$ cat src/rtl/alu_cmd_issuer_if.sv
// Host command/response and ALU drive bundle for alu_cmd_issuer.
// master = the issuer; slave = the host plus the ALU it drives.
interface alu_cmd_if #(
    parameter int DEPTH = 4,
    parameter int TAG_W = 2
);
    logic                     cmd_valid;
    logic                     cmd_ready;
    logic [2:0]               cmd_op;
    logic [3:0]               cmd_a;
    logic [3:0]               cmd_b;
    logic [TAG_W-1:0]         cmd_tag;
    logic                     cmd_chain;
    logic [2:0]               alu_op;
    logic [3:0]               alu_a;
    logic [3:0]               alu_b;
    logic [3:0]               alu_result;
    logic                     rsp_valid;
    logic                     rsp_ready;
    logic [3:0]               rsp_data;
    logic [TAG_W-1:0]         rsp_tag;
    logic                     rsp_err;
    logic [$clog2(DEPTH):0]   fifo_level;
    logic                     busy;

    modport master (
        input  cmd_valid, cmd_op, cmd_a, cmd_b, cmd_tag, cmd_chain, alu_result, rsp_ready,
        output cmd_ready, alu_op, alu_a, alu_b, rsp_valid, rsp_data, rsp_tag, rsp_err,
               fifo_level, busy
    );

    modport slave (
        output cmd_valid, cmd_op, cmd_a, cmd_b, cmd_tag, cmd_chain, alu_result, rsp_ready,
        input  cmd_ready, alu_op, alu_a, alu_b, rsp_valid, rsp_data, rsp_tag, rsp_err,
               fifo_level, busy
    );
endinterface

$ cat src/rtl/alu_cmd_issuer.sv
// FIFO-buffered ALU command issuer: pop -> ISSUE -> WAIT(ALU_LAT) -> RESP, 4 cycles/legal cmd.
// Response held until rsp_ready; cmd_ready = !full. Macro ALU_CHAIN_EN feeds last result into alu_a.
module alu_cmd_issuer #(
    parameter int DEPTH   = 4,
    parameter int TAG_W   = 2,
    parameter int ALU_LAT = 1
) (
    input logic       clk,
    input logic       rst,
    alu_cmd_if.master bus
);
    localparam int AW = $clog2(DEPTH);
    localparam int CW = (ALU_LAT > 1) ? $clog2(ALU_LAT) : 1;

    typedef struct packed {
        logic [2:0]       op;
        logic [3:0]       a;
        logic [3:0]       b;
        logic [TAG_W-1:0] tag;
        logic             chain;
    } cmd_t;

    typedef enum logic [1:0] {IDLE, ISSUE, WAIT, RESP} state_t;

    cmd_t             mem_q [DEPTH];
    cmd_t             cmd_in;
    cmd_t             head;
    logic [AW:0]      wr_ptr_q;
    logic [AW:0]      rd_ptr_q;
    logic [AW:0]      level;
    logic             full;
    logic             empty;
    logic             push;
    logic             pop;
    logic             capture;
    logic [3:0]       op_a;

    state_t           state_q;
    logic [CW-1:0]    cnt_q;
    logic [2:0]       alu_op_q;
    logic [3:0]       alu_a_q;
    logic [3:0]       alu_b_q;
    logic [3:0]       rsp_data_q;
    logic [TAG_W-1:0] rsp_tag_q;
    logic             rsp_err_q;

    assign cmd_in  = '{op: bus.cmd_op, a: bus.cmd_a, b: bus.cmd_b,
                       tag: bus.cmd_tag, chain: bus.cmd_chain};
    assign head    = mem_q[rd_ptr_q[AW-1:0]];
    assign level   = wr_ptr_q - rd_ptr_q;
    assign full    = (level == (AW+1)'(DEPTH));
    assign empty   = (level == '0);
    assign push    = bus.cmd_valid && !full;
    assign pop     = (state_q == IDLE) && !empty;
    assign capture = (state_q == WAIT) && (cnt_q == '0);

`ifdef ALU_CHAIN_EN
    logic [3:0] chain_q;

    always_ff @(posedge clk) begin
        if (rst)          chain_q <= '0;
        else if (capture) chain_q <= bus.alu_result;
    end

    assign op_a = head.chain ? chain_q : head.a;
`else
    logic unused_chain;

    assign unused_chain = head.chain;
    assign op_a         = head.a;
`endif

    // Pointers carry one extra bit so full and empty are distinguishable.
    always_ff @(posedge clk) begin
        if (rst) begin
            wr_ptr_q <= '0;
            rd_ptr_q <= '0;
        end else begin
            if (push) wr_ptr_q <= wr_ptr_q + 1'b1;
            if (pop)  rd_ptr_q <= rd_ptr_q + 1'b1;
        end
    end

    always_ff @(posedge clk) begin
        if (push) mem_q[wr_ptr_q[AW-1:0]] <= cmd_in;
    end

    always_ff @(posedge clk) begin
        if (rst) begin
            state_q    <= IDLE;
            cnt_q      <= '0;
            alu_op_q   <= '0;
            alu_a_q    <= '0;
            alu_b_q    <= '0;
            rsp_data_q <= '0;
            rsp_tag_q  <= '0;
            rsp_err_q  <= 1'b0;
        end else begin
            case (state_q)
                IDLE: if (pop) begin
                    rsp_tag_q <= head.tag;
                    if (head.op <= 3'd4) begin
                        alu_op_q <= head.op;
                        alu_a_q  <= op_a;
                        alu_b_q  <= head.b;
                        state_q  <= ISSUE;
                    end else begin
                        // Illegal op never reaches the ALU; answer directly.
                        rsp_data_q <= '0;
                        rsp_err_q  <= 1'b1;
                        state_q    <= RESP;
                    end
                end
                ISSUE: begin
                    cnt_q   <= CW'(ALU_LAT - 1);
                    state_q <= WAIT;
                end
                WAIT: begin
                    if (capture) begin
                        rsp_data_q <= bus.alu_result;
                        rsp_err_q  <= 1'b0;
                        state_q    <= RESP;
                    end else begin
                        cnt_q <= cnt_q - 1'b1;
                    end
                end
                RESP: if (bus.rsp_ready) state_q <= IDLE;
                default: state_q <= IDLE;
            endcase
        end
    end

    assign bus.cmd_ready  = !full;
    assign bus.alu_op     = alu_op_q;
    assign bus.alu_a      = alu_a_q;
    assign bus.alu_b      = alu_b_q;
    assign bus.rsp_valid  = (state_q == RESP);
    assign bus.rsp_data   = rsp_data_q;
    assign bus.rsp_tag    = rsp_tag_q;
    assign bus.rsp_err    = rsp_err_q;
    assign bus.fifo_level = level;
    assign bus.busy       = (state_q != IDLE);
endmodule
$ cat src/flat_wrapper.sv
// flat-port wrapper written by rule: the top's interface ports become plain ports
module alu_cmd_issuer_flat 
#(
    parameter int DEPTH   = 4,
    parameter int TAG_W   = 2,
    parameter int ALU_LAT = 1
)
  (clk, rst, bus_cmd_valid, bus_cmd_op, bus_cmd_a, bus_cmd_b, bus_cmd_tag, bus_cmd_chain, bus_alu_result, bus_rsp_ready, bus_cmd_ready, bus_alu_op, bus_alu_a, bus_alu_b, bus_rsp_valid, bus_rsp_data, bus_rsp_tag, bus_rsp_err, bus_fifo_level, bus_busy);
  alu_cmd_if #(.DEPTH(DEPTH), .TAG_W(TAG_W)) bus_i ();
  input logic clk;
  input logic rst;
  input wire logic [$bits(bus_i.cmd_valid)-1:0] bus_cmd_valid;
  input wire logic [$bits(bus_i.cmd_op)-1:0] bus_cmd_op;
  input wire logic [$bits(bus_i.cmd_a)-1:0] bus_cmd_a;
  input wire logic [$bits(bus_i.cmd_b)-1:0] bus_cmd_b;
  input wire logic [$bits(bus_i.cmd_tag)-1:0] bus_cmd_tag;
  input wire logic [$bits(bus_i.cmd_chain)-1:0] bus_cmd_chain;
  input wire logic [$bits(bus_i.alu_result)-1:0] bus_alu_result;
  input wire logic [$bits(bus_i.rsp_ready)-1:0] bus_rsp_ready;
  output wire logic [$bits(bus_i.cmd_ready)-1:0] bus_cmd_ready;
  output wire logic [$bits(bus_i.alu_op)-1:0] bus_alu_op;
  output wire logic [$bits(bus_i.alu_a)-1:0] bus_alu_a;
  output wire logic [$bits(bus_i.alu_b)-1:0] bus_alu_b;
  output wire logic [$bits(bus_i.rsp_valid)-1:0] bus_rsp_valid;
  output wire logic [$bits(bus_i.rsp_data)-1:0] bus_rsp_data;
  output wire logic [$bits(bus_i.rsp_tag)-1:0] bus_rsp_tag;
  output wire logic [$bits(bus_i.rsp_err)-1:0] bus_rsp_err;
  output wire logic [$bits(bus_i.fifo_level)-1:0] bus_fifo_level;
  output wire logic [$bits(bus_i.busy)-1:0] bus_busy;
  assign bus_i.cmd_valid = bus_cmd_valid;
  assign bus_i.cmd_op = bus_cmd_op;
  assign bus_i.cmd_a = bus_cmd_a;
  assign bus_i.cmd_b = bus_cmd_b;
  assign bus_i.cmd_tag = bus_cmd_tag;
  assign bus_i.cmd_chain = bus_cmd_chain;
  assign bus_i.alu_result = bus_alu_result;
  assign bus_i.rsp_ready = bus_rsp_ready;
  assign bus_cmd_ready = bus_i.cmd_ready;
  assign bus_alu_op = bus_i.alu_op;
  assign bus_alu_a = bus_i.alu_a;
  assign bus_alu_b = bus_i.alu_b;
  assign bus_rsp_valid = bus_i.rsp_valid;
  assign bus_rsp_data = bus_i.rsp_data;
  assign bus_rsp_tag = bus_i.rsp_tag;
  assign bus_rsp_err = bus_i.rsp_err;
  assign bus_fifo_level = bus_i.fifo_level;
  assign bus_busy = bus_i.busy;
  alu_cmd_issuer #(.DEPTH(DEPTH), .TAG_W(TAG_W), .ALU_LAT(ALU_LAT)) u_core (.clk(clk), .rst(rst), .bus(bus_i));
endmodule
$ cat config.mk
export PLATFORM = sky130hd
export DESIGN_NAME = alu_cmd_issuer_flat
export DESIGN_NICKNAME = d
export VERILOG_FILES = /design/src/rtl/alu_cmd_issuer_if.sv /design/src/rtl/alu_cmd_issuer.sv /design/src/flat_wrapper.sv
export SDC_FILE = /design/constraint.sdc
export NUM_CORES = 1
export LEC_CHECK = 0
export ABC_AREA = 1
export BUFFER_PORTS_ARGS = -buffer_cell sky130_fd_sc_hd__buf_2
export CORE_ASPECT_RATIO = 1.1
export CORE_MARGIN = 2
export CORE_UTILIZATION = 40
export CTS_BUF_LIST = sky130_fd_sc_hd__clkbuf_4 sky130_fd_sc_hd__clkbuf_8
export DETAILED_ROUTE_END_ITERATION = 6
export PLACE_DENSITY = 0.62
export SLEW_MARGIN = 25
export SYNTH_ARGS = -nofsm -noshare
export SYNTH_HDL_FRONTEND = slang
export SYNTH_SLANG_ARGS = --single-unit
$ cat constraint.sdc
create_clock -name clk -period 6.77 [get_ports clk]
set_input_delay 1.354 -clock clk [delete_from_list [all_inputs] [get_ports clk]]
set_output_delay 1.354 -clock clk [all_outputs]
set_load 0.02 [all_outputs]
Word-level counts from Yosys, hierarchy flattened --
Memories as Yosys holds them, arrays and structs flattened. A register that Yosys moved wholly into a read port is not among the register bits. Cells that the tools add are included. W data, S select, Z words.
Word-level totals: register bits 27, RAM bits 56, bits of input ports 22, output and inout port bits 24, word-level logic and storage cells 60, memories kept 1
Operators by class: add/subtract/negate cells 4, $lt $le $gt $ge 1, equality and inequality tests 9, mux-type cells 19, bitwise gates (word level) 1, reduce and logical (&&, ||, !) cells 15
Memories:
- u_core.mem_q | words 4, bits a word 14, rd ports 1, clocked after memory_dff 1, wr ports 1, RTL line alu_cmd_issuer.sv:25 | cmd_t mem_q [DEPTH];
Operator list (number):
- $mux W2 | 6
- $mux W4 | 3
- $pmux W2 S4 | 1
- $pmux W4 S2 | 1
- $add A3 B1 Y3 const B | 2
- $mux W1 | 6
- $ne A2 B2 Y1 const B | 3
- $reduce_and A3 Y1 | 2
- $reduce_bool A2 Y1 | 3
- $eq A2 B2 Y1 const B | 2
- $ne A2 B1 Y1 const B | 2
- $pmux W1 S2 | 2
- $reduce_and A2 Y1 | 2
- $reduce_and A4 Y1 | 1
- $eq A3 B3 Y1 const B | 1
- $le A3 B3 Y1 const B | 1
- $logic_and A1 B1 Y1 | 3
- $logic_not A3 Y1 | 1
- $sub A3 B3 Y3 | 1
- $eq A2 B1 Y1 const B | 1
- $logic_not A1 Y1 | 2
- $logic_not A2 Y1 | 1
- $not A1 Y1 | 1
- $sub A1 B1 Y1 const B | 1

Logic depth before layout (Yosys ltp) --
Gate-level depths: netlist of run 1.
word-level depth 6, gate-level depth with buffers 16, mapped depth without buffers 15

Worst setup path after synthesis of run 1 --
Ideal clock, no wire load.
path kind flip-flop to output port, start point register u_core.wr_ptr_q[0], end point output bus_cmd_ready, arrival 1681 ps, required time 5416 ps, setup slack 3735 ps, stages on the path, launching flop included 10, buffers on the path 0, path through dfxtp_1 inv_1 ha_1 fa_1 inv_1 nand2_1 nand3_1 nand2_1 inv_1 nand2_1
On the way: word-level cells in the longest chain between the ends 3
RTL lines:
- start, declared | RTL line alu_cmd_issuer.sv:28 | logic [AW:0] wr_ptr_q;
- start signal, assigned | RTL line alu_cmd_issuer.sv:79 | if (push) wr_ptr_q <= wr_ptr_q + 1'b1;
- $sub A3 B3 Y3 | RTL line alu_cmd_issuer.sv:50 | assign level = wr_ptr_q - rd_ptr_q;
- via bus_fifo_level[2] | RTL line flat_wrapper.sv:28 | output wire logic [$bits(bus_i.fifo_level)-1:0] bus_fifo_level;
- $eq A3 B3 Y1 | RTL line alu_cmd_issuer.sv:51 | assign full = (level == (AW+1)'(DEPTH));
- $logic_not A1 Y1 | RTL line alu_cmd_issuer.sv:133 | assign bus.cmd_ready = !full;
- end, declared | RTL line flat_wrapper.sv:20 | output wire logic [$bits(bus_i.cmd_ready)-1:0] bus_cmd_ready;
The timed path passes the listed nets, and every way through them passes these cells.

Worst setup path after layout of run 1 --
start point register u_core.wr_ptr_q[0], end point output bus_cmd_ready
On the way: word-level cells in the longest chain between the ends 3
RTL lines (RTL line):
- $sub A3 B3 Y3 | alu_cmd_issuer.sv:50
- $eq A3 B3 Y1 | alu_cmd_issuer.sv:51
- $logic_not A1 Y1 | alu_cmd_issuer.sv:133
No other way between the ends.

==> flow_summary.ini, run 1 <==
[detailed_routing]
drc = 0
ant_nets = 0
routed_wl_um = 6627
firstDrtPassIters = 4
wire_per_inst_um = 13.58
dr.first_iter.drc_count = 103
num_vias = 2299
viasPerCell = 4.711

[grt]
grt_max_degree = 28
antenna_found_initial = 0
track_usage = 0.1580
grt_pass1_vias = 2251
grt-ovfl-total = 0
grt_first_pass_wirelength_um = 10870

[placement]
portBuffers = 44
dp_hpwl_um = 4179
dp_slack_ns = 3.634
place_congestion = 0.7049
dp.cells = 472

[worst_setup_path]
crit_chain = inv_1, ha_1, fa_1, inv_1, nand2_1, nand2_1, nand2_1, nand2_1, inv_1, nand2_1, buf_2
crit_slowest_cell = fa_1
path_class = reg2out
cpPeakStageDelay_ns = 0.44
critPathMostFrequentCell = nand2_1
startpoint_type = flop
setup.worst_path.end_class = primary output
rr_worst_depth = 13
critical_path_required_ns = 5.42
arrival_ns = 2.14
cp_max_fo = 5

[logic_synthesis]
synthTopCellsByArea = edfxtp_1, dfxtp_1, nor2_1, nand2_1, o21ai_0
ys_types = 23
synth.top_cell.area_share = 0.4655
synth.most_common_cell = nor2_1
ys_seq_area_frac = 0.6386
synthFlopType = edfxtp_1
ys_async_sr_fraction = 0
synth_fp_nets = 359
synthesis.area_sq_mm = 0.003354
syn_inst = 325
yosysTopAreaCell = edfxtp_1
synth-edff-count = 52
synth.top_cells.by_count = nor2_1, edfxtp_1, nand2_1, o21ai_0, dfxtp_1
synth_warnings = 0
synth-seq-cells = 81
syn_area_per_cell_sq_um = 10.32

[run]
maxCapViolations = 0

[sta]
timing.final.crit_share = 0.5154
holdWs_ns = 0.4467
fin_worst_skew_ns = 0.01181
finalCriticalPeriod_ns = 3.489
tns_ns = 0
setup_viol = 0
tightest_slew_ns = 0.9667
fmax_mhz = 286.6
rsz0062_at_grt = no
hold_viol = 0
drv_slew = 0
slew_headroom = 0.3546
finalWorstSetupSlack_ns = 3.281

[finish]
n_fill_cell = 778
layout-drive-gt1-share = 0.2069
fin_cells = 488
antenna_cells = 0
area_delta_synth_final_pct = 15.26
fin_nets = 406

[floorplanning]
die_x_um = 91.32
die_h_um = 100.0
coreArea_sq_mm = 0.008277
initial_core_util = 0.4053
die-area_sq_mm = 0.009136
pin_count = 46
num_rows = 35

[clock_tree]
clockRootBuffer = clkbuf_8
htreeDepth = 3
cts_setup_buffers = 0
cts-resized-gates = 0
cts.clk_slew.worst_paths_ns = 0.08
ctsHoldBuffers = 0
cts_buffers = 9
cts_tree = yes
clock-sinks = 81
clockBufferDepth = 2
clk-insertion-delay-late_ns = 0.35

[hold_path]
holdPathStages = 2
min_path_type = reg2reg

[power]
p_per_area_mw_per_mm2 = 430.3
vdd.ir_drop.worst_mv = 0.2033
power.leakage_uw = 0.001621

[outcome]
status = completed
[report_power, final]
| part | switching [uW] | internal, uW | leakage (uW) | total, uW |
|---|---|---|---|---|
| clock network | 176 | 170 | 0.0000987 | 346 |
| registers | 62.0 | 623 | 0.000715 | 685 |
| logic | 437 | 196 | 0.000808 | 633 |
[path summary, 6_finish.rpt]
kind | startpoint | endpoint | slack [ns]
setup reg to reg | u_core.wr_ptr_q[0] | u_core.mem_q[3][5] | 4.32
setup / recovery | u_core.wr_ptr_q[0] | bus_cmd_ready | 3.28
hold / removal | u_core.cnt_q | u_core.cnt_q | 0.45
hold reg to reg | u_core.cnt_q | u_core.cnt_q | 0.45
[layout by cell type, fill, tap and decap left out, types with 5 or more instances in the layout]
cell type,count
a21oi_1,11
buf_2,44
clkbuf_8,9
dfxtp_1,29
edfxtp_1,52
ha_1,11
inv_1,26
nand2_1,47
nand2_2,5
nand3_1,11
nor2_1,58
o21ai_0,31
o21ai_1,9
o22ai_1,10
[routing by layer]
metal	up-vias	GRT usage	routed length, um
li1	1178	-	-
met1	1062	0.1796	3036
met2	51	0.2764	3237
met3	8	0.03979	268
met4	0	0.08159	85
met5	-	0	0
[area by class of cell]
type | count | area [sq um] | area share
Timing Repair Buffer | 48 | 250.2 | 0.06472
Sequential cell | 81 | 2142 | 0.5540
Clock buffer | 9 | 123.9 | 0.03204
Multi-Input combinational cell | 201 | 1021 | 0.2641
Inverter | 31 | 121.4 | 0.03139
Clock inverter | 7 | 68.82 | 0.01780
Tap cell | 111 | 138.9 | 0.03592
[registers in the layout (all words and copies together), names as in the netlist, named ones only]
name and flops:
u_core.bus.alu_a 4, u_core.bus.alu_b 4, u_core.bus.alu_op 3, u_core.bus.rsp_data 4, u_core.bus.rsp_err 1, u_core.bus.rsp_tag 2
u_core.cnt_q 1, u_core.mem_q 52, u_core.rd_ptr_q 3, u_core.state_q 2, u_core.wr_ptr_q 3
[critical path, delay by kind of cell (launching register included)]
kind	cells	cell delay (ns)
DFF	1	0.36
adders and majority gates	2	0.66
and+or+nand+nor	5	0.34
buffers and inverters	4	0.41
[kinds of logic after synthesis]
logic type / count (synthesis) / share of synthesized area
AND/OR/NAND/NOR: 126 / 0.1574
AO/OA/AOI/OAI: 63 / 0.09996
buffers and inverters: 43 / 0.05706
adder cells (fa/ha/maj): 12 / 0.04700
flip-flops: 81 / 0.6386
[metrics by stage]
step	instance area [sq um]	util	total power, uW
CTS	3866	0.4671	1681
global route	3866	0.4671	1793
global placement	3674	0.4438	1322
floorplan	3354	-	1175
detailed placement	3674	0.4438	1336
finish	3866	0.4671	1664
Power figures use the tool's default switching activity.
==> inputs of run 2 (changes only) <==
==> constraint.sdc (replaced) <==
create_clock -name clk -period 3.25 [get_ports clk]
set_input_delay 0.65 -clock clk [delete_from_list [all_inputs] [get_ports clk]]
set_output_delay 0.65 -clock clk [all_outputs]
set_load 0.02 [all_outputs]
==> flow_summary.ini, run 2 (same netlist as run 1, synthesis figures left out) <==
[sta]
timing.final.crit_share = 0.8678
setup_viol = 0
drv_slew = 0
slew_headroom = 0.4923
tns_ns = 0
tightest_slew_ns = 0.7607
fmax_mhz = 354.6
finalWorstSetupSlack_ns = 0.4297
fin_worst_skew_ns = 0.01032
hold_viol = 0
rsz0062_at_grt = no
finalCriticalPeriod_ns = 2.820

[grt]
grt-ovfl-total = 0
grt_first_pass_wirelength_um = 11210
grt_pass1_vias = 2324
antenna_found_initial = 0
grt_max_degree = 28
track_usage = 0.1613

[power]
switching_share = 0.3842
pwr-share-comb = 0.379
power_uw = 3641
power.switching_uw = 1399
power.leakage_uw = 0.001658
p_seq_frac = 0.377
vdd.ir_drop.worst_mv = 0.4210
p_per_area_mw_per_mm2 = 924.9
p_clk_frac = 0.245
p_int_uw = 2242

[clock_tree]
clk-insertion-delay-late_ns = 0.35
htreeDepth = 3
cts.clk_slew.worst_paths_ns = 0.08
clockRootBuffer = clkbuf_8
clockBufferDepth = 2
cts_setup_buffers = 0
ctsHoldBuffers = 0
cts_buffers = 9
clock-sinks = 81
cts_tree = yes
cts-resized-gates = 0

[run]
maxCapViolations = 0

[placement]
portBuffers = 44
postPlaceCellArea_sq_mm = 0.003689
dp_hpwl_um = 4274
place_congestion = 0.7031
dp_slack_ns = 0.7546

[worst_setup_path]
startpoint_type = flop
reg2reg_to = u_core.mem_q[3][11]
r2r-start = u_core.wr_ptr_q[0]
setup.worst_path.end_class = primary output
path_class = reg2out
r2r_setup_slack_ns = 0.76
rr_worst_depth = 13
cp_max_fo = 5
critical_path_required_ns = 2.60
arrival_ns = 2.17

[detailed_routing]
drc = 0
wire_per_inst_um = 13.59
num_vias = 2311
dr.first_iter.drc_count = 96
ant_nets = 0
firstDrtPassIters = 4
routed_wl_um = 6659
viasPerCell = 4.716

[floorplanning]
num_rows = 35
initial_core_util = 0.4053
die-area_sq_mm = 0.009136
pin_count = 46
die_x_um = 91.32
coreArea_sq_mm = 0.008277
die_h_um = 100.0

[finish]
final_common_cell = nor2_1
area_delta_synth_final_pct = 17.34
final_cell_mix = nor2_1, edfxtp_1, nand2_1, buf_2, o21ai_0
antenna_cells = 0
layout-drive-gt1-share = 0.2164
fin_nets = 408
n_fill_cell = 756
finalInstanceArea_sq_mm = 0.003936
largest_register_ff_count = 52

[outcome]
status = completed

[hold_path]
min_path_type = reg2reg
holdPathStages = 2
min_to = u_core.cnt_q
hold_start = u_core.cnt_q
==> run 2: cell count changes in the layout (fill, tap and decap cells not counted) <==
| cell | delta |
|---|---|
| clkbuf_4 | +1 |
| clkinv_2 | -1 |
| buf_4 | +2 |
| bufinv_16 | +2 |
| clkinv_1 | -2 |
==> run 2: power by group through the flow <==
stage,sequential (uW),clock [uW],combinational [uW]
floorplan,1460,0,984
global placement,1390,0,1370
detailed placement,1400,0,1400
CTS,1370,904,1400
global route,1390,954,1590
finish,1370,891,1380
==> run 2: cell type report <==
cell class	instances	area, sq um	area share
clock buffers	10	131.4	0.03338
inverters	31	121.4	0.03083
clock inverters	6	116.4	0.02956
flip-flops and latches	81	2142	0.5442
repair buffers	50	265.3	0.06739
multi-input cells	201	1021	0.2594
well taps	111	138.9	0.03528
==> run 2: how the worst max path moves through the flow <==
stage,end,depth (start not counted),from,slack (ns)
4_1_cts,bus_cmd_ready,11,u_core.wr_ptr_q[0],0.40
3_3_place_gp,u_core.mem_q[3][11],13,u_core.wr_ptr_q[0],0.80
6_report,bus_cmd_ready,11,u_core.wr_ptr_q[0],0.43
5_1_grt,bus_cmd_ready,11,u_core.wr_ptr_q[0],0.25
3_5_place_dp,u_core.mem_q[3][9],13,u_core.wr_ptr_q[0],0.75
2_1_floorplan,u_core.mem_q[3][10],12,u_core.wr_ptr_q[0],0.42
==> run 2: metrics by stage <==
stage | utilization | hold slack [ns] | cells
CTS | 0.4756 | 0.4491 | 490
detailed placement | 0.4457 | 0.4384 | 474
global route | 0.4756 | 0.4844 | 490
floorplan | - | 0.4240 | 325
global placement | 0.4457 | 0.4351 | 474
finish | 0.4756 | 0.4469 | 490
==> run 2: worst max-delay path, stage by stage, from the launching register on <==
cell and delay, ns:
dfxtp_1 0.36, inv_1 0.11, ha_1 0.21, fa_1 0.44
inv_1 0.06, nand2_1 0.06, nand2_1 0.06, nand2_1 0.04
nand2_1 0.11, inv_1 0.07, nand2_1 0.10, buf_2 0.18
==> run 2: layer usage <==
metal  up-vias  wire [um]  global-route usage
met4         0        106             0.07809
met3        10        285             0.03453
met1      1064       3059              0.1950
met5         -          0                   0
met2        52       3209              0.2758
li1       1185          -                   -
==> inputs of run 3 (changes only) <==
--- a/config.mk
+++ b/config.mk
@@ -10,7 +10,6 @@
 export CORE_ASPECT_RATIO = 1.1
 export CORE_MARGIN = 2
 export CORE_UTILIZATION = 40
-export CTS_BUF_LIST = sky130_fd_sc_hd__clkbuf_4 sky130_fd_sc_hd__clkbuf_8
 export DETAILED_ROUTE_END_ITERATION = 6
 export PLACE_DENSITY = 0.62
 export SLEW_MARGIN = 25
==> flow_summary.ini, run 3 (same netlist as run 1, synthesis figures left out) <==
[outcome]
status = completed

[clock_tree]
clk-insertion-delay-late_ns = 0.35
cts_buffers = 9
cts_tree = yes
ctsHoldBuffers = 0
clockRootBuffer = clkbuf_8
cts-resized-gates = 0
clockBufferDepth = 2
cts_setup_buffers = 0
htreeDepth = 3
cts.clk_slew.worst_paths_ns = 0.08
clock-sinks = 81

[placement]
portBuffers = 44
dp_slack_ns = 0.7546
place_congestion = 0.7031
dp.cells = 474
dp_hpwl_um = 4274

[floorplanning]
initial_core_util = 0.4053
num_rows = 35
coreArea_sq_mm = 0.008277
pin_count = 46
die-area_sq_mm = 0.009136
die_h_um = 100.0
die_x_um = 91.32

[detailed_routing]
viasPerCell = 4.706
ant_nets = 0
wire_per_inst_um = 13.63
firstDrtPassIters = 5
drc = 0
routed_wl_um = 6677
dr.first_iter.drc_count = 91
num_vias = 2306

[sta]
setup_viol = 0
fmax_mhz = 354.6
tightest_slew_ns = 0.7549
finalCriticalPeriod_ns = 2.820
slew_headroom = 0.4961
tns_ns = 0
holdWs_ns = 0.4469
hold_viol = 0
finalWorstSetupSlack_ns = 0.4297
fin_worst_skew_ns = 0.009860
drv_slew = 0
rsz0062_at_grt = no
timing.final.crit_share = 0.8678

[finish]
area_delta_synth_final_pct = 17.23
n_fill_cell = 755
multi_input_area_sq_mm = 0.001021
final_cell_mix = nor2_1, edfxtp_1, nand2_1, buf_2, o21ai_0
fin_cells = 490
ff_latch_area_sq_mm = 0.002142
fin_nets = 408
layout-drive-gt1-share = 0.2137
antenna_cells = 0
final_common_cell = nor2_1
largest_register_ff_count = 52

[grt]
grt_pass1_vias = 2324
grt_max_degree = 28
antenna_found_initial = 0
grt-ovfl-total = 0
grt_first_pass_wirelength_um = 11200
track_usage = 0.1611

[worst_setup_path]
cp_max_fo = 5
r2r-start = u_core.wr_ptr_q[0]
setup.worst_path.end_class = primary output
arrival_ns = 2.17
reg2reg_to = u_core.mem_q[3][11]
path_class = reg2out
critical_path_required_ns = 2.60
cp-endpoint = bus_cmd_ready
startpoint_type = flop
r2r_setup_slack_ns = 0.76
setup.worst_path.start = u_core.wr_ptr_q[0]
rr_worst_depth = 13

[run]
maxCapViolations = 0

[hold_path]
holdPathStages = 2
min_path_type = reg2reg

[power]
power.leakage_uw = 0.001654
vdd.ir_drop.worst_mv = 0.4207
p_per_area_mw_per_mm2 = 923.9
power_uw = 3633
[run 3: cell types whose count changed in the layout (fill, tap and decap cells not counted)]
cell,delta
clkbuf_1,+1
clkbuf_4,-1
[run 3: per-stage QoR]
step,cell area (sq um),utilization
after CTS,3933,0.4751
after floorplan,3354,-
after global placement,3689,0.4457
final,3933,0.4751
after detailed placement,3689,0.4457
after global routing,3933,0.4751
[run 3: worst max-delay path, stage by stage (launching register included)]
cell and delay [ns]:
dfxtp_1 0.36, inv_1 0.11, ha_1 0.21, fa_1 0.44, inv_1 0.06, nand2_1 0.06, nand2_1 0.06, nand2_1 0.04
nand2_1 0.11, inv_1 0.07, nand2_1 0.10, buf_2 0.18
[run 3: power by group]
part,internal (uW),switching (uW),leakage (uW)
logic,421,959,0.000818
registers,1300,74.5,0.000715
clock network,516,366,0.000121
[run 3: worst min-delay path by stage]
stage,start,end,slack [ns]
global placement,u_core.cnt_q,u_core.cnt_q,0.44
floorplan,u_core.cnt_q,u_core.cnt_q,0.42
CTS,u_core.cnt_q,u_core.cnt_q,0.45
finish,u_core.cnt_q,u_core.cnt_q,0.45
detailed placement,u_core.cnt_q,u_core.cnt_q,0.44
global route,u_core.cnt_q,u_core.cnt_q,0.48
[run 3: layout make-up]
class                           count  area share
Tap cell                          111     0.03532
Clock buffer                       10     0.03245
Multi-Input combinational cell    201      0.2596
Inverter                           31     0.03086
Clock inverter                      6     0.02959
Timing Repair Buffer               50     0.06745
Sequential cell                    81      0.5447
[run 3: routing by layer]
layer  share of wire  track usage
met5               0            0
met4           0.016      0.07809
met3           0.040      0.03453
met2            0.49       0.2758
met1            0.46       0.1945
